--- src/rtl/alu_operand_stage_pkg.sv ---
// alu_operand_stage_pkg: shared ALU opcodes, source selects and register constants.
package alu_operand_stage_pkg;
  localparam int DATA_WIDTH = 32;
  localparam int OPCODE_LENGTH = 4;
  localparam int REG_ADDR_W = 5;
  typedef enum logic [3:0] {
    ALU_AND = 4'b0000,
    ALU_OR  = 4'b0001,
    ALU_ADD = 4'b0010,
    ALU_XOR = 4'b0011,
    ALU_SLL = 4'b0100,
    ALU_SRL = 4'b0101,
    ALU_SUB = 4'b0110,
    ALU_SRA = 4'b0111
  } alu_op_t;
  typedef enum logic [1:0] {SRC_A_RS1, SRC_A_PC, SRC_A_ZERO, SRC_A_RSVD} src_a_sel_t;
  typedef enum logic {SRC_B_RS2, SRC_B_IMM} src_b_sel_t;
  // one bit per opcode: set for SLL, SRL, SRA
  localparam logic [(1 << OPCODE_LENGTH)-1:0] SHIFT_OPS = 16'b0000_0000_1011_0000;
  localparam logic [REG_ADDR_W-1:0] ZERO_REG = '0;
  function automatic logic is_shift(input logic [OPCODE_LENGTH-1:0] op);
    return SHIFT_OPS[op];
  endfunction
endpackage

--- src/rtl/alu_operand_stage_if.sv ---
// alu_operand_stage_if: decode-side bundle and execute-side handshake of the operand stage.
interface alu_operand_stage_if #(
  parameter int DW = 32,
  parameter int OL = 4,
  parameter int RW = 5
);
  logic          id_valid;
  logic          id_ready;
  logic [DW-1:0] id_rs1_val;
  logic [DW-1:0] id_rs2_val;
  logic [DW-1:0] id_imm;
  logic [DW-1:0] id_pc;
  logic [RW-1:0] id_rs1_addr;
  logic [RW-1:0] id_rs2_addr;
  logic [RW-1:0] id_rd_addr;
  logic [1:0]    id_src_a_sel;
  logic          id_src_b_sel;
  logic [OL-1:0] id_operation;
  logic          id_reg_write;
  logic          id_mem_read;
  logic          ex_ready;
  logic          ex_valid;
  logic [DW-1:0] ex_src_a;
  logic [DW-1:0] ex_src_b;
  logic [OL-1:0] ex_operation;
  logic [DW-1:0] ex_store_data;
  logic [RW-1:0] ex_rd_addr;
  logic          ex_reg_write;
  logic          ex_mem_read;
  modport master (
    output id_valid, id_rs1_val, id_rs2_val, id_imm, id_pc, id_rs1_addr, id_rs2_addr,
           id_rd_addr, id_src_a_sel, id_src_b_sel, id_operation, id_reg_write, id_mem_read,
           ex_ready,
    input  id_ready, ex_valid, ex_src_a, ex_src_b, ex_operation, ex_store_data, ex_rd_addr,
           ex_reg_write, ex_mem_read
  );
  modport slave (
    input  id_valid, id_rs1_val, id_rs2_val, id_imm, id_pc, id_rs1_addr, id_rs2_addr,
           id_rd_addr, id_src_a_sel, id_src_b_sel, id_operation, id_reg_write, id_mem_read,
           ex_ready,
    output id_ready, ex_valid, ex_src_a, ex_src_b, ex_operation, ex_store_data, ex_rd_addr,
           ex_reg_write, ex_mem_read
  );
endinterface

--- src/rtl/alu_operand_stage_fwd_mux.sv ---
// fwd_mux: priority forwarding select for one source operand (EX, then MEM, then WB, then regfile).
module fwd_mux
  import alu_operand_stage_pkg::*;
#(
  parameter int DW = 32,
  parameter int RW = 5
) (
  input  logic [RW-1:0] rs,
  input  logic [DW-1:0] rf_val,
  input  logic          ex_en,
  input  logic [RW-1:0] ex_rd,
  input  logic [DW-1:0] ex_val,
  input  logic          mem_en,
  input  logic [RW-1:0] mem_rd,
  input  logic [DW-1:0] mem_val,
  input  logic          wb_en,
  input  logic [RW-1:0] wb_rd,
  input  logic [DW-1:0] wb_val,
  output logic [DW-1:0] val
);
  assign val = rs == ZERO_REG        ? '0      :
               ex_en  && ex_rd  == rs ? ex_val  :
               mem_en && mem_rd == rs ? mem_val :
               wb_en  && wb_rd  == rs ? wb_val  : rf_val;
endmodule

--- src/rtl/alu_operand_stage.sv ---
// alu_operand_stage: ID/EX register that forwards, selects and masks ALU operands,
// stalling decode on load-use hazards and on execute back-pressure.
module alu_operand_stage
  import alu_operand_stage_pkg::*;
#(
  parameter int DATA_WIDTH = alu_operand_stage_pkg::DATA_WIDTH,
  parameter int OPCODE_LENGTH = alu_operand_stage_pkg::OPCODE_LENGTH,
  parameter int REG_ADDR_W = alu_operand_stage_pkg::REG_ADDR_W
) (
  input  logic                  clk,
  input  logic                  rst_n,
  input  logic                  flush,
  input  logic [DATA_WIDTH-1:0] alu_result,
  input  logic [REG_ADDR_W-1:0] mem_rd_addr,
  input  logic                  mem_reg_write,
  input  logic                  mem_fwd_ok,
  input  logic [DATA_WIDTH-1:0] mem_result,
  input  logic [REG_ADDR_W-1:0] wb_rd_addr,
  input  logic                  wb_reg_write,
  input  logic [DATA_WIDTH-1:0] wb_result,
  alu_operand_stage_if.slave    bus
);
  localparam int SW = $clog2(DATA_WIDTH);
  logic                  advance, hazard, haz1, haz2, use1, use2, ex_fwd_en;
  logic [DATA_WIDTH-1:0] rs1_f, rs2_f, op_a, op_b, src_b_next;
  function automatic logic raw_hazard(input logic [REG_ADDR_W-1:0] rs);
    return rs != ZERO_REG &&
           ((bus.ex_valid && bus.ex_mem_read && bus.ex_rd_addr == rs) ||
            (mem_reg_write && !mem_fwd_ok && mem_rd_addr == rs));
  endfunction
  assign ex_fwd_en = bus.ex_valid && bus.ex_reg_write && !bus.ex_mem_read;
  fwd_mux #(.DW(DATA_WIDTH), .RW(REG_ADDR_W)) u_fwd_rs1 (
    .rs(bus.id_rs1_addr), .rf_val(bus.id_rs1_val),
    .ex_en(ex_fwd_en), .ex_rd(bus.ex_rd_addr), .ex_val(alu_result),
    .mem_en(mem_reg_write && mem_fwd_ok), .mem_rd(mem_rd_addr), .mem_val(mem_result),
    .wb_en(wb_reg_write), .wb_rd(wb_rd_addr), .wb_val(wb_result), .val(rs1_f)
  );
  fwd_mux #(.DW(DATA_WIDTH), .RW(REG_ADDR_W)) u_fwd_rs2 (
    .rs(bus.id_rs2_addr), .rf_val(bus.id_rs2_val),
    .ex_en(ex_fwd_en), .ex_rd(bus.ex_rd_addr), .ex_val(alu_result),
    .mem_en(mem_reg_write && mem_fwd_ok), .mem_rd(mem_rd_addr), .mem_val(mem_result),
    .wb_en(wb_reg_write), .wb_rd(wb_rd_addr), .wb_val(wb_result), .val(rs2_f)
  );
  // a load-use conflict only matters for an operand the instruction actually reads
  assign use1 = src_a_sel_t'(bus.id_src_a_sel) == SRC_A_RS1;
  assign use2 = src_b_sel_t'(bus.id_src_b_sel) == SRC_B_RS2;
  assign haz1 = raw_hazard(bus.id_rs1_addr);
  assign haz2 = raw_hazard(bus.id_rs2_addr);
  assign advance = !bus.ex_valid || bus.ex_ready;
  assign hazard = bus.id_valid && ((use1 && haz1) || (use2 && haz2));
  assign bus.id_ready = advance && !hazard && !flush;
  assign op_a = src_a_sel_t'(bus.id_src_a_sel) == SRC_A_RS1 ? rs1_f :
                src_a_sel_t'(bus.id_src_a_sel) == SRC_A_PC  ? bus.id_pc : '0;
  assign op_b = src_b_sel_t'(bus.id_src_b_sel) == SRC_B_IMM ? bus.id_imm : rs2_f;
  assign src_b_next = is_shift(bus.id_operation) ? {{(DATA_WIDTH-SW){1'b0}}, op_b[SW-1:0]} : op_b;
  always_ff @(posedge clk or negedge rst_n) begin
    if (!rst_n) begin
      bus.ex_valid      <= 1'b0;
      bus.ex_src_a      <= '0;
      bus.ex_src_b      <= '0;
      bus.ex_operation  <= '0;
      bus.ex_store_data <= '0;
      bus.ex_rd_addr    <= '0;
      bus.ex_reg_write  <= 1'b0;
      bus.ex_mem_read   <= 1'b0;
    end else if (flush) begin
      bus.ex_valid <= 1'b0;
    end else if (advance) begin
      if (hazard || !bus.id_valid) begin
        bus.ex_valid     <= 1'b0;
        bus.ex_reg_write <= 1'b0;
        bus.ex_mem_read  <= 1'b0;
      end else begin
        bus.ex_valid      <= 1'b1;
        bus.ex_src_a      <= op_a;
        bus.ex_src_b      <= src_b_next;
        bus.ex_operation  <= bus.id_operation;
        bus.ex_store_data <= rs2_f;
        bus.ex_rd_addr    <= bus.id_rd_addr;
        bus.ex_reg_write  <= bus.id_reg_write;
        bus.ex_mem_read   <= bus.id_mem_read;
      end
    end
  end
endmodule
--- src/flat_wrapper.sv ---
// flat-port wrapper written by rule: the top's interface ports become plain ports
module alu_operand_stage_flat import alu_operand_stage_pkg::*;
#(
  parameter int DATA_WIDTH = alu_operand_stage_pkg::DATA_WIDTH,
  parameter int OPCODE_LENGTH = alu_operand_stage_pkg::OPCODE_LENGTH,
  parameter int REG_ADDR_W = alu_operand_stage_pkg::REG_ADDR_W
)
  (clk, rst_n, flush, alu_result, mem_rd_addr, mem_reg_write, mem_fwd_ok, mem_result, wb_rd_addr, wb_reg_write, wb_result, bus_id_valid, bus_id_rs1_val, bus_id_rs2_val, bus_id_imm, bus_id_pc, bus_id_rs1_addr, bus_id_rs2_addr, bus_id_rd_addr, bus_id_src_a_sel, bus_id_src_b_sel, bus_id_operation, bus_id_reg_write, bus_id_mem_read, bus_ex_ready, bus_id_ready, bus_ex_valid, bus_ex_src_a, bus_ex_src_b, bus_ex_operation, bus_ex_store_data, bus_ex_rd_addr, bus_ex_reg_write, bus_ex_mem_read);
  alu_operand_stage_if bus_i ();
  input  logic clk;
  input  logic rst_n;
  input  logic flush;
  input  logic [DATA_WIDTH-1:0] alu_result;
  input  logic [REG_ADDR_W-1:0] mem_rd_addr;
  input  logic mem_reg_write;
  input  logic mem_fwd_ok;
  input  logic [DATA_WIDTH-1:0] mem_result;
  input  logic [REG_ADDR_W-1:0] wb_rd_addr;
  input  logic wb_reg_write;
  input  logic [DATA_WIDTH-1:0] wb_result;
  input wire logic [$bits(bus_i.id_valid)-1:0] bus_id_valid;
  input wire logic [$bits(bus_i.id_rs1_val)-1:0] bus_id_rs1_val;
  input wire logic [$bits(bus_i.id_rs2_val)-1:0] bus_id_rs2_val;
  input wire logic [$bits(bus_i.id_imm)-1:0] bus_id_imm;
  input wire logic [$bits(bus_i.id_pc)-1:0] bus_id_pc;
  input wire logic [$bits(bus_i.id_rs1_addr)-1:0] bus_id_rs1_addr;
  input wire logic [$bits(bus_i.id_rs2_addr)-1:0] bus_id_rs2_addr;
  input wire logic [$bits(bus_i.id_rd_addr)-1:0] bus_id_rd_addr;
  input wire logic [$bits(bus_i.id_src_a_sel)-1:0] bus_id_src_a_sel;
  input wire logic [$bits(bus_i.id_src_b_sel)-1:0] bus_id_src_b_sel;
  input wire logic [$bits(bus_i.id_operation)-1:0] bus_id_operation;
  input wire logic [$bits(bus_i.id_reg_write)-1:0] bus_id_reg_write;
  input wire logic [$bits(bus_i.id_mem_read)-1:0] bus_id_mem_read;
  input wire logic [$bits(bus_i.ex_ready)-1:0] bus_ex_ready;
  output wire logic [$bits(bus_i.id_ready)-1:0] bus_id_ready;
  output wire logic [$bits(bus_i.ex_valid)-1:0] bus_ex_valid;
  output wire logic [$bits(bus_i.ex_src_a)-1:0] bus_ex_src_a;
  output wire logic [$bits(bus_i.ex_src_b)-1:0] bus_ex_src_b;
  output wire logic [$bits(bus_i.ex_operation)-1:0] bus_ex_operation;
  output wire logic [$bits(bus_i.ex_store_data)-1:0] bus_ex_store_data;
  output wire logic [$bits(bus_i.ex_rd_addr)-1:0] bus_ex_rd_addr;
  output wire logic [$bits(bus_i.ex_reg_write)-1:0] bus_ex_reg_write;
  output wire logic [$bits(bus_i.ex_mem_read)-1:0] bus_ex_mem_read;
  assign bus_i.id_valid = bus_id_valid;
  assign bus_i.id_rs1_val = bus_id_rs1_val;
  assign bus_i.id_rs2_val = bus_id_rs2_val;
  assign bus_i.id_imm = bus_id_imm;
  assign bus_i.id_pc = bus_id_pc;
  assign bus_i.id_rs1_addr = bus_id_rs1_addr;
  assign bus_i.id_rs2_addr = bus_id_rs2_addr;
  assign bus_i.id_rd_addr = bus_id_rd_addr;
  assign bus_i.id_src_a_sel = bus_id_src_a_sel;
  assign bus_i.id_src_b_sel = bus_id_src_b_sel;
  assign bus_i.id_operation = bus_id_operation;
  assign bus_i.id_reg_write = bus_id_reg_write;
  assign bus_i.id_mem_read = bus_id_mem_read;
  assign bus_i.ex_ready = bus_ex_ready;
  assign bus_id_ready = bus_i.id_ready;
  assign bus_ex_valid = bus_i.ex_valid;
  assign bus_ex_src_a = bus_i.ex_src_a;
  assign bus_ex_src_b = bus_i.ex_src_b;
  assign bus_ex_operation = bus_i.ex_operation;
  assign bus_ex_store_data = bus_i.ex_store_data;
  assign bus_ex_rd_addr = bus_i.ex_rd_addr;
  assign bus_ex_reg_write = bus_i.ex_reg_write;
  assign bus_ex_mem_read = bus_i.ex_mem_read;
  alu_operand_stage #(.DATA_WIDTH(DATA_WIDTH), .OPCODE_LENGTH(OPCODE_LENGTH), .REG_ADDR_W(REG_ADDR_W)) u_core (.clk(clk), .rst_n(rst_n), .flush(flush), .alu_result(alu_result), .mem_rd_addr(mem_rd_addr), .mem_reg_write(mem_reg_write), .mem_fwd_ok(mem_fwd_ok), .mem_result(mem_result), .wb_rd_addr(wb_rd_addr), .wb_reg_write(wb_reg_write), .wb_result(wb_result), .bus(bus_i));
endmodule
--- config.mk ---
export PLATFORM = sky130hd
export DESIGN_NAME = alu_operand_stage_flat
export DESIGN_NICKNAME = d
export VERILOG_FILES = /design/src/rtl/alu_operand_stage_pkg.sv /design/src/rtl/alu_operand_stage_if.sv /design/src/rtl/alu_operand_stage_fwd_mux.sv /design/src/rtl/alu_operand_stage.sv /design/src/flat_wrapper.sv
export SDC_FILE = /design/constraint.sdc
export NUM_CORES = 1
export LEC_CHECK = 0
export CAP_MARGIN = 20
export CORE_MARGIN = 1
export CORE_UTILIZATION = 33
export DETAILED_ROUTE_END_ITERATION = 10
export GPL_TIMING_DRIVEN = 0
export PLACE_DENSITY = 0.63
export SETUP_SLACK_MARGIN = 0.05
export SYNTH_ARGS = -nofsm -noshare
export SYNTH_HDL_FRONTEND = slang
export SYNTH_SLANG_ARGS = --single-unit
--- constraint.sdc ---
create_clock -name clk -period 2.37 [get_ports clk]
set_input_delay 0.3555 -clock clk [delete_from_list [all_inputs] [get_ports clk]]
set_output_delay 0.3555 -clock clk [all_outputs]
set_load 0.1 [all_outputs]
==> out/results.txt <==
critical path capture point type: primary output
Worst EP required: 2010 ps
post-synth net total: 1,188
period utilization: 96.9%
Setup Skew: 10.4 ps
Total Wirelength: 43.1 mm
overall routing resource usage: 32.1%
post-route ant nets: 0
port bufs: 373
critical path class: flip-flop to primary output
Worst Hold Class: input pin to asynchronous set/reset pin
sequential fraction of the synthesis area: 32.0%
pwr/cell area: 670 mW/mm^2
asr flop ratio synth: 100%
number of synthesized flops with an enable pin: 0
post-synthesis area per instance: 9.16 um^2
fraction of layout cells with a size suffix above 1: 20.4%
fmax: 435 MHz
share of the synthesized area in the top cell type: 32.0%
drt drc: 0
largest net degree at the start of global routing: 91
max incr delay on CP: 1150 ps
Max Cap Viol: 0
initial antenna violation count: 5
vias in the first global route: 9,787
leakage power: 5.82 nW
Synth Flop Type: dfrtp_1
CP Launch Type: flip-flop
largest delay contributor family on the critical path: buffers and inverters
CTS max path bufs: 2
Yosys cell types: 51
Final Setup Violations: 0
Worst-path clk slew: 90 ps
htree depth: 3
die height: 162 um
area growth from synthesis to layout: 63.0%
Ys Warns: 0
Cells after Synth: 922
Final Max Tran Viols: 0
clock tree from TritonCTS: yes
TritonCTS buffer count: 9
CP arrival: 1940 ps
CP max stage cell: clkdlybuf4s50_1
global-route wire length before repair: 61.8 mm
outcome: complete, no violations
Row Count: 58
CTS root buf: clkbuf_16
Critical path buffers and inverters: 1
Worst Hold Slack: 388 ps
GR Overflow Total: 0
Non-Filler Cell Area, Final: 0.0138 mm^2
routed len/inst: 25.9 um
Worst-Skew Late Latency: 360 ps
placed instance area: 0.0126 mm^2
detailed-route via count: 9,754
RePlAce Congestion: 0.898
FF+latch count, synth: 108
Crit Path Max Fanout: 4
post-DP HPWL: 31.9 mm
count of final hold-check violations: 0
Initial Util: 33.6%
chip width: 162 um
top cells by area, synth: dfrtp_1 (32%), mux2_4 (7.1%), a311o_1 (6.2%), a22o_1 (5.8%), mux2_2 (5.1%)
drt pass-1 iters: 6
Syn Std Cell Area: 0.00845 mm^2
Num Clock Sinks: 108
worst slew pin tran: 1070 ps
largest area contributor in the netlist: dfrtp_1
count leader, synth: dfrtp_1
Final Critical Period: 2300 ps
IO Count: 375
Slew headroom: 28.2%
unrepaired setup endpoints after global routing: yes
Nets: 1,591
most frequent cells after synthesis: dfrtp_1 (108), clkbuf_1 (69), nor2_1 (63)
Peak VDD IR: 0.412 mV
die area: 0.0262 mm^2
Core Box Area: 0.0251 mm^2
vias per cell: 5.86
DRT iter0 DRCs: 842
CP cell instances: clkdlybuf4s50_1
stage by stage:
step	std cells	total power, mW	setup WS [ps]	util (%)	TNS (ps)
6_report	1664	9.23	73.1	54.8	0
5_1_grt	1663	9.49	-3.97	54.8	-3.97
4_1_cts	1651	9.15	-9.20	53.3	-9.20
3_5_place_dp	1627	7.32	-1380	50.4	-95480
3_3_place_gp	1625	7.30	-4170	50.2	-504650
2_1_floorplan	922	5.71	-42.8	-	-42.8
cells by family after synthesis:
| kind of cell | count (synthesis) | synth area share (%) |
|---|---|---|
| flip-flops | 108 | 32.0 |
| AO/OA/AOI/OAI | 375 | 33.2 |
| buffers and inverters | 104 | 6.19 |
| AND/OR/NAND/NOR | 226 | 13.2 |
| multiplexers | 79 | 12.3 |
| XOR/XNOR | 30 | 3.11 |
worst paths after layout:
kind | start | end | slack, ps | depth (start not counted)
setup / recovery | u_core.bus.ex_rd_addr[3]$_DFFE_PN0P_ | bus_ex_rd_addr[3] | 70 | 1
min in group clk | u_core.bus.ex_operation[2]$_DFFE_PN0P_ | u_core.bus.ex_operation[2]$_DFFE_PN0P_ | 510 | 1
hold / removal | rst_n | u_core.bus.ex_src_a[4]$_DFFE_PN0P_ | 390 | 2
setup reg to reg | u_core.bus.ex_rd_addr[4]$_DFFE_PN0P_ | u_core.bus.ex_store_data[0]$_DFFE_PN0P_ | 90 | 7
max in group asynchronous | rst_n | u_core.bus.ex_src_b[21]$_DFFE_PN0P_ | 1210 | 3
hold reg to reg | u_core.bus.ex_operation[2]$_DFFE_PN0P_ | u_core.bus.ex_operation[2]$_DFFE_PN0P_ | 510 | 1
registers in the layout, indices dropped and copies added (netlist names):
signal and count:
u_core.bus.ex_store_data 32, u_core.bus.ex_src_a 32, u_core.bus.ex_mem_read 1, u_core.bus.ex_rd_addr 5, u_core.bus.ex_operation 4, u_core.bus.ex_src_b 32, u_core.bus.ex_valid 1, u_core.bus.ex_reg_write 1
timing repair:
action / in CTS / in global routing
setup buffers: 10 / 10
hold endpoints to repair: 18 / 0
pin swaps: 16 / 32
resized for setup: 132 / 102
endpoints found under the setup margin: 106 / 106
hold buffers: 1 / 0
final cells by class:
class                           instances  area (um^2)
Fill cell                            2334        11300
Inverter                                5         18.8
Multi-Input combinational cell        710         5640
Antenna cell                            4         10.0
Clock inverter                          5         83.8
Clock buffer                           11          243
Sequential cell                       108         2710
Timing Repair Buffer                  396         3980
Tap cell                              330          413
Buffer                                 95          673
power by group:
| part | leakage, nW | switching [mW] | internal, mW |
|---|---|---|---|
| Clock | 0.152 | 0.795 | 0.963 |
| Sequential | 1.34 | 0.219 | 2.16 |
| Combinational | 4.33 | 3.48 | 1.61 |
metal layers:
metal | wire (um) | share of wire [%] | vias up | GRT usage [%]
met5 | 13 | 0.030 | - | 0
met2 | 19900 | 46 | 546 | 51.4
met4 | 1680 | 3.9 | 2 | 15.2
li1 | - | - | 4318 | -
met1 | 18200 | 42 | 4788 | 41.7
met3 | 3300 | 7.7 | 100 | 6.00
placed cells by master, fill, tap and decap left out, types with 36 or more instances in the layout:
master / instances
mux2_2: 38
a311o_1: 52
dfrtp_1: 100
o21ai_1: 36
nand3_1: 36
nor2_1: 62
nand2_1: 40
a22o_1: 56
mux2_4: 40
clkdlybuf4s50_1: 351
(Power assumes the default switching activity.)
